$ cat src/rtl/hazard_ctrl_pkg.sv
// Shared definitions for the pipeline hazard/stall scheduler: FSM state
// encodings, stall-vector bit positions and the canonical stall masks.
package hazard_ctrl_pkg;

    typedef enum logic [1:0] {
        ST_RUN      = 2'd0,
        ST_MEM_WAIT = 2'd1,
        ST_REDIRECT = 2'd2
    } state_e;

    localparam int STALL_W        = 6;
    localparam int STALL_BIT_PC    = 0;
    localparam int STALL_BIT_IF_ID = 1;
    localparam int STALL_BIT_ID_EX = 2;
    localparam int STALL_BIT_EX_MEM = 3;
    localparam int STALL_BIT_MEM_WB = 4;
    localparam int STALL_BIT_RSVD  = 5;

    // Memory stall freezes everything up to and including MEM/WB.
    localparam logic [STALL_W-1:0] STALL_MEM = 6'b011111;
    // Load-use holds PC, IF/ID and ID/EX while a bubble is injected into EX.
    localparam logic [STALL_W-1:0] STALL_LU  = 6'b000111;
    // Fetch stall only holds the front end.
    localparam logic [STALL_W-1:0] STALL_IF  = 6'b000011;

    // True when a read port is enabled and addresses the given register.
    function automatic logic port_hits(input logic       rd_en,
                                       input logic [4:0] rd_addr,
                                       input logic [4:0] ex_addr);
        return rd_en && (rd_addr == ex_addr);
    endfunction

endpackage

$ cat src/rtl/hazard_ctrl_sat_counter.sv
// Saturating up-counter used for the hazard scheduler performance counters.
// Sticks at all-ones instead of wrapping.
module sat_counter #(
    parameter int W = 16
) (
    input  logic         clk,
    input  logic         rst_n,
    input  logic         inc,
    output logic [W-1:0] cnt
);

    logic [W-1:0] cnt_q;

    // Count up on inc, holding once the all-ones value is reached.
    // NOTE: sequential state uses non-blocking assignments so every flop
    // samples pre-edge values regardless of block evaluation order.
    always_ff @(posedge clk or negedge rst_n) begin
        if (!rst_n) begin
            cnt_q <= '0;
        end else if (inc && (cnt_q != '1)) begin
            cnt_q <= cnt_q + {{(W-1){1'b0}}, 1'b1};
        end
    end

    assign cnt = cnt_q;

endmodule

$ cat src/rtl/hazard_ctrl.sv
// Pipeline hazard and stall scheduler for the 5-stage RV32I core.
// Arbitrates memory/fetch stalls, load-use bubbles and EX mispredict
// redirects into one stall vector, flush strobes and a PC redirect.
// All control outputs are combinational; state, the pending redirect and
// the performance counters are registered.
module hazard_ctrl
    import hazard_ctrl_pkg::*;
#(
    parameter int CNT_W = 16
) (
    input  logic             clk,
    input  logic             rst,
    input  logic             id_reg1_read,
    input  logic [4:0]       id_reg1_addr,
    input  logic             id_reg2_read,
    input  logic [4:0]       id_reg2_addr,
    input  logic             ex_is_load,
    input  logic             ex_rd_enable,
    input  logic [4:0]       ex_rd_addr,
    input  logic             ex_mispredict,
    input  logic [31:0]      ex_target,
    input  logic             if_stall_req,
    input  logic             mem_stall_req,
    output logic [5:0]       stall,
    output logic             flush_if_id,
    output logic             flush_id_ex,
    output logic             redirect_valid,
    output logic [31:0]      redirect_pc,
    output logic [CNT_W-1:0] cnt_mem_stall,
    output logic [CNT_W-1:0] cnt_load_use,
    output logic [CNT_W-1:0] cnt_redirect
);

    state_e      state_q, state_d;
    logic        pend_valid_q, pend_valid_d;
    logic [31:0] pend_pc_q, pend_pc_d;

    logic [5:0]  stall_c;
    logic        flush_if_id_c, flush_id_ex_c, redirect_valid_c;
    logic [31:0] redirect_pc_c;
    logic        load_use_fire;
    logic        load_use_hazard;

    // A load in EX writing a non-zero rd that an ID read port consumes.
    assign load_use_hazard = ex_is_load && ex_rd_enable && (ex_rd_addr != 5'd0) &&
                             (port_hits(id_reg1_read, id_reg1_addr, ex_rd_addr) ||
                              port_hits(id_reg2_read, id_reg2_addr, ex_rd_addr));

    // Priority arbitration: memory stall, then redirect, then load-use, then fetch stall.
    always_comb begin
        // NOTE: every signal gets a default before the if-chain so no path
        // leaves one unassigned and no latch is inferred.
        state_d          = state_q;
        pend_valid_d     = pend_valid_q;
        pend_pc_d        = pend_pc_q;
        stall_c          = '0;
        flush_if_id_c    = 1'b0;
        flush_id_ex_c    = 1'b0;
        redirect_valid_c = 1'b0;
        redirect_pc_c    = '0;
        load_use_fire    = 1'b0;

        if (mem_stall_req) begin
            stall_c = STALL_MEM;
            state_d = ST_MEM_WAIT;
            // EX holds a flushed NOP in REDIRECT, so its mispredict is meaningless.
            // Only the first report is kept; EX is frozen so later ones repeat it.
            if (ex_mispredict && (state_q != ST_REDIRECT) && !pend_valid_q) begin
                pend_valid_d = 1'b1;
                pend_pc_d    = ex_target;
            end
        end else if (pend_valid_q || (ex_mispredict && (state_q == ST_RUN))) begin
            redirect_valid_c = 1'b1;
            flush_if_id_c    = 1'b1;
            flush_id_ex_c    = 1'b1;
            redirect_pc_c    = pend_valid_q ? pend_pc_q : ex_target;
            pend_valid_d     = 1'b0;
            state_d          = ST_REDIRECT;
        end else begin
            state_d = ST_RUN;
            if (load_use_hazard && (state_q != ST_REDIRECT)) begin
                stall_c       = STALL_LU;
                flush_id_ex_c = 1'b1;
                load_use_fire = 1'b1;
            end else if (if_stall_req) begin
                stall_c = STALL_IF;
            end
        end

        stall_c[STALL_BIT_RSVD] = 1'b0;
    end

    // FSM state and pending-redirect registers; reset discards any pending target.
    always_ff @(posedge clk or negedge rst) begin
        if (!rst) begin
            state_q      <= ST_RUN;
            pend_valid_q <= 1'b0;
            pend_pc_q    <= '0;
        end else begin
            state_q      <= state_d;
            pend_valid_q <= pend_valid_d;
            pend_pc_q    <= pend_pc_d;
        end
    end

    // Controls are forced quiet for as long as reset is held.
    assign stall          = rst ? stall_c          : '0;
    assign flush_if_id    = rst ? flush_if_id_c    : 1'b0;
    assign flush_id_ex    = rst ? flush_id_ex_c    : 1'b0;
    assign redirect_valid = rst ? redirect_valid_c : 1'b0;
    assign redirect_pc    = rst ? redirect_pc_c    : '0;

    sat_counter #(.W(CNT_W)) u_cnt_mem_stall (
        .clk   (clk),
        .rst_n (rst),
        .inc   (mem_stall_req),
        .cnt   (cnt_mem_stall)
    );

    sat_counter #(.W(CNT_W)) u_cnt_load_use (
        .clk   (clk),
        .rst_n (rst),
        .inc   (load_use_fire),
        .cnt   (cnt_load_use)
    );

    sat_counter #(.W(CNT_W)) u_cnt_redirect (
        .clk   (clk),
        .rst_n (rst),
        .inc   (redirect_valid_c),
        .cnt   (cnt_redirect)
    );

endmodule

$ cat config.mk
export PLATFORM = sky130hd
export DESIGN_NAME = hazard_ctrl
export DESIGN_NICKNAME = d
export VERILOG_FILES = /design/src/rtl/hazard_ctrl_pkg.sv /design/src/rtl/hazard_ctrl_sat_counter.sv /design/src/rtl/hazard_ctrl.sv
export SDC_FILE = /design/constraint.sdc
export NUM_CORES = 1
export LEC_CHECK = 0
export ABC_AREA = 0
export BUFFER_PORTS_ARGS = -buffer_cell sky130_fd_sc_hd__buf_2
export CORE_AREA = 2 2 113 115
export DETAILED_ROUTE_END_ITERATION = 7
export DIE_AREA = 0 0 115 117
export PLACE_DENSITY = 0.64
export SYNTH_ARGS = -nofsm -noshare
export SYNTH_HDL_FRONTEND = slang
export SYNTH_SLANG_ARGS = --single-unit
export TNS_END_PERCENT = 100
$ cat constraint.sdc
create_clock -name clk -period 2.6 [get_ports clk]
set_input_delay 0.13 -clock clk [delete_from_list [all_inputs] [get_ports clk]]
set_output_delay 0.13 -clock clk [all_outputs]
set_load 0.01 [all_outputs]
==> impl_metrics.toml <==
[critical_path]
reg2reg_depth = 5
critPathLaunch = "state_q[0]"
crit_path_end_kind = "output pin"
crit_end = "redirect_pc[6]"
rr_startpoint = "state_q[0]"
crit_path_start_kind = "flip-flop"
ff2ff_setup_slack_ps = 610
timing.rr.end = "u_cnt_redirect.cnt[11]"
critPathRequiredTime_ps = 2470
arrival_ps = 1990
critPathKind = "reg2out"
cp_max_fo = 33

[routing]
vias_per_cell = 4.861
vias = 3330
drtIter0Drc = 100
routedWlPerCell_um = 14.64
drc = 0
routed_wl_mm = 10.03
dr.pass1.iters = 4
final_antenna_net_count = 0

[sta]
setup_slack_ps = 475.4
finalHoldViolCount = 0
setup_tns_ps = 0
fmax_mhz = 470.7
finalCritPeriodShare_pct = 81.71
fin_skew_ps = 7.952
period_minus_slack_ps = 2125
slew_viol_final = 0
setup_viol = 0
relSlewSlack_pct = 52.85
rsz0062_at_grt = "no"
worst_pin_slew_ps = 701.8
whs_ps = 34.61

[synth]
synth_ff_type = "dfrtp_1"
synth_cell_types = 39
synth-edff-count = 0
yosysWarnings = 0
synth_seq_cells = 83
synthesis.area_mm2 = 0.004232
avgSynthCellArea_um2 = 11.02
syn_inst = 384
synthArstFlopShare_pct = 100.0
syn_nets = 443
ys_seq_area_share_pct = 49.08

[layout]
final_nets = 589
drive_above_1_share_pct = 38.50
layoutNonFillerInstCount = 685
mostFrequentLayoutCells = "buf_2 (142), dfrtp_1 (82), nor2_1 (43), mux2_2 (35), mux2i_1 (32)"
antenna_cells = 0
area_growth_pct = 28.27
final_util_pct = 44.09
design_area_mm2 = 0.005428
fillCellCount = 1192
layout_commonest_cell = "buf_2"

[clock_tree]
path_clk_slew_ps = 60
numCtsBuffers = 9
clock-sinks = 83
cts_max_level = 3
cts_root_buffer = "clkbuf_16"
post_cts_resized = 0
cts.path.max_buffers = 2
cts_tree = "built"
clk_latency_ps = 340

[status]
status = "complete, no violations"

[placed_design]
port_buffers = 143
dp_cells = 668
dpl.hpwl_mm = 7.636
dpl_worst_slack_ps = 608.9
gp_congestion = 0.7961
placed_area_mm2 = 0.005110

[power]
leakage_nw = 2.711
powerDensity_mw_per_mm2 = 684.1
peakVddDrop_uv = 346.6
power_mw = 3.713

[flow_run]
cap_violations = 0

[grt]
grt_pass1_vias = 3260
antenna_found_initial = 0
grt_pass1_wl_mm = 15.46
grtUsageTotal_pct = 14.95
grt-ovfl-total = 0
grt_max_degree = 46

[floorplanning]
dieArea_mm2 = 0.01346
die_w_um = 115
core_area_mm2 = 0.01231
ioPinCount = 145
num_rows = 41
initial_core_util_pct = 34.37
dieHeight_um = 117

[hold_path]
hold_path.class = "in2reg"
-- per-layer routing --
layer	vias up	track usage [%]	share of wire [%]
met5	-	0	0
met4	0	6.586	1.7
met3	13	3.605	5.0
met2	89	25.73	49
met1	1605	17.91	44
li1	1623	-	-
-- how the worst min path moves through the flow --
stage | from | to | slack, ps | depth (start not counted)
after CTS | ex_target[0] | pend_pc_q[0] | 20 | 2
after floorplan | rst | pend_pc_q[0] | -170 | 0
final | ex_target[5] | pend_pc_q[5] | 30 | 2
after global placement | rst | pend_pc_q[19] | -40 | 1
after global routing | ex_target[31] | pend_pc_q[31] | 20 | 2
after detailed placement | rst | pend_pc_q[19] | -30 | 1
-- cells by family after synthesis --
group                    Yosys count  share of synthesized area (%)
AO/OA/AOI/OAI                     11                          2.454
XOR/XNOR                          54                          11.18
adder cells (fa/ha/maj)            3                         0.8871
buffers and inverters             21                          2.366
flip-flops                        83                          49.08
multiplexers                      67                          16.88
other                              1                        0.08862
AND/OR/NAND/NOR                  144                          17.06
-- flip-flops by register name, indices dropped and copies added, names as in the netlist --
name	flops
state_q	2
u_cnt_mem_stall.cnt	16
pend_valid_q	1
pend_pc_q	32
u_cnt_load_use.cnt	16
u_cnt_redirect.cnt	16
-- where the power goes --
| part | total (mW) | internal [mW] | switching (mW) |
|---|---|---|---|
| registers | 1.69 | 1.50 | 0.194 |
| clock network | 1.31 | 0.824 | 0.485 |
| logic | 0.710 | 0.362 | 0.348 |
| total | 3.71 | 2.69 | 1.03 |
-- critical path, stage by stage, from the launching register on --
cell,delay (ps)
dfrtp_1,370
nor3b_1,350
o21bai_1,230
inv_1,120
nand2_1,50
buf_4,230
nor2_1,150
buf_2,140
-- synthesized netlist by cell type, types with 2 or more instances --
| library cell | count | area (µm²) |
|---|---|---|
| xor2_1 | 26 | 227.7 |
| clkbuf_1 | 5 | 18.77 |
| dfrtp_1 | 83 | 2077 |
| inv_1 | 5 | 18.77 |
| nand3_1 | 18 | 90.09 |
| nor2_1 | 43 | 161.4 |
| nor2b_1 | 3 | 18.77 |
| mux2_2 | 35 | 394.1 |
| nor4_1 | 5 | 31.28 |
| buf_2 | 5 | 25.02 |
| buf_1 | 2 | 7.510 |
| o21a_1 | 2 | 15.01 |
| and3_1 | 4 | 25.02 |
| xnor2_1 | 28 | 245.2 |
| nand2_1 | 24 | 90.09 |
| buf_4 | 4 | 30.03 |
| nand4_1 | 17 | 106.4 |
| nand2b_1 | 2 | 12.51 |
| nor3b_1 | 2 | 15.01 |
| ha_1 | 3 | 37.54 |
| nor4_2 | 2 | 25.02 |
| mux2i_1 | 32 | 320.3 |
| nor3_1 | 16 | 80.08 |
| o21ai_0 | 2 | 10.01 |
| and4_1 | 2 | 17.52 |
-- cell type report --
type | instances | area (µm²) | area share (%)
Sequential cell | 83 | 2078 | 38.29
Clock inverter | 1 | 30.03 | 0.5532
Tap cell | 150 | 187.7 | 3.458
Inverter | 5 | 18.77 | 0.3458
Clock buffer | 15 | 277.8 | 5.118
Timing Repair Buffer | 151 | 780.7 | 14.38
Multi-Input combinational cell | 280 | 2054 | 37.85
-- what timing repair did --
action | in CTS | in global routing
buffers inserted | 0 | 0
hold buffers | 1 | 0
endpoints found under the hold margin | 38 | 0
Note: power is estimated with default switching activity, not from simulation.
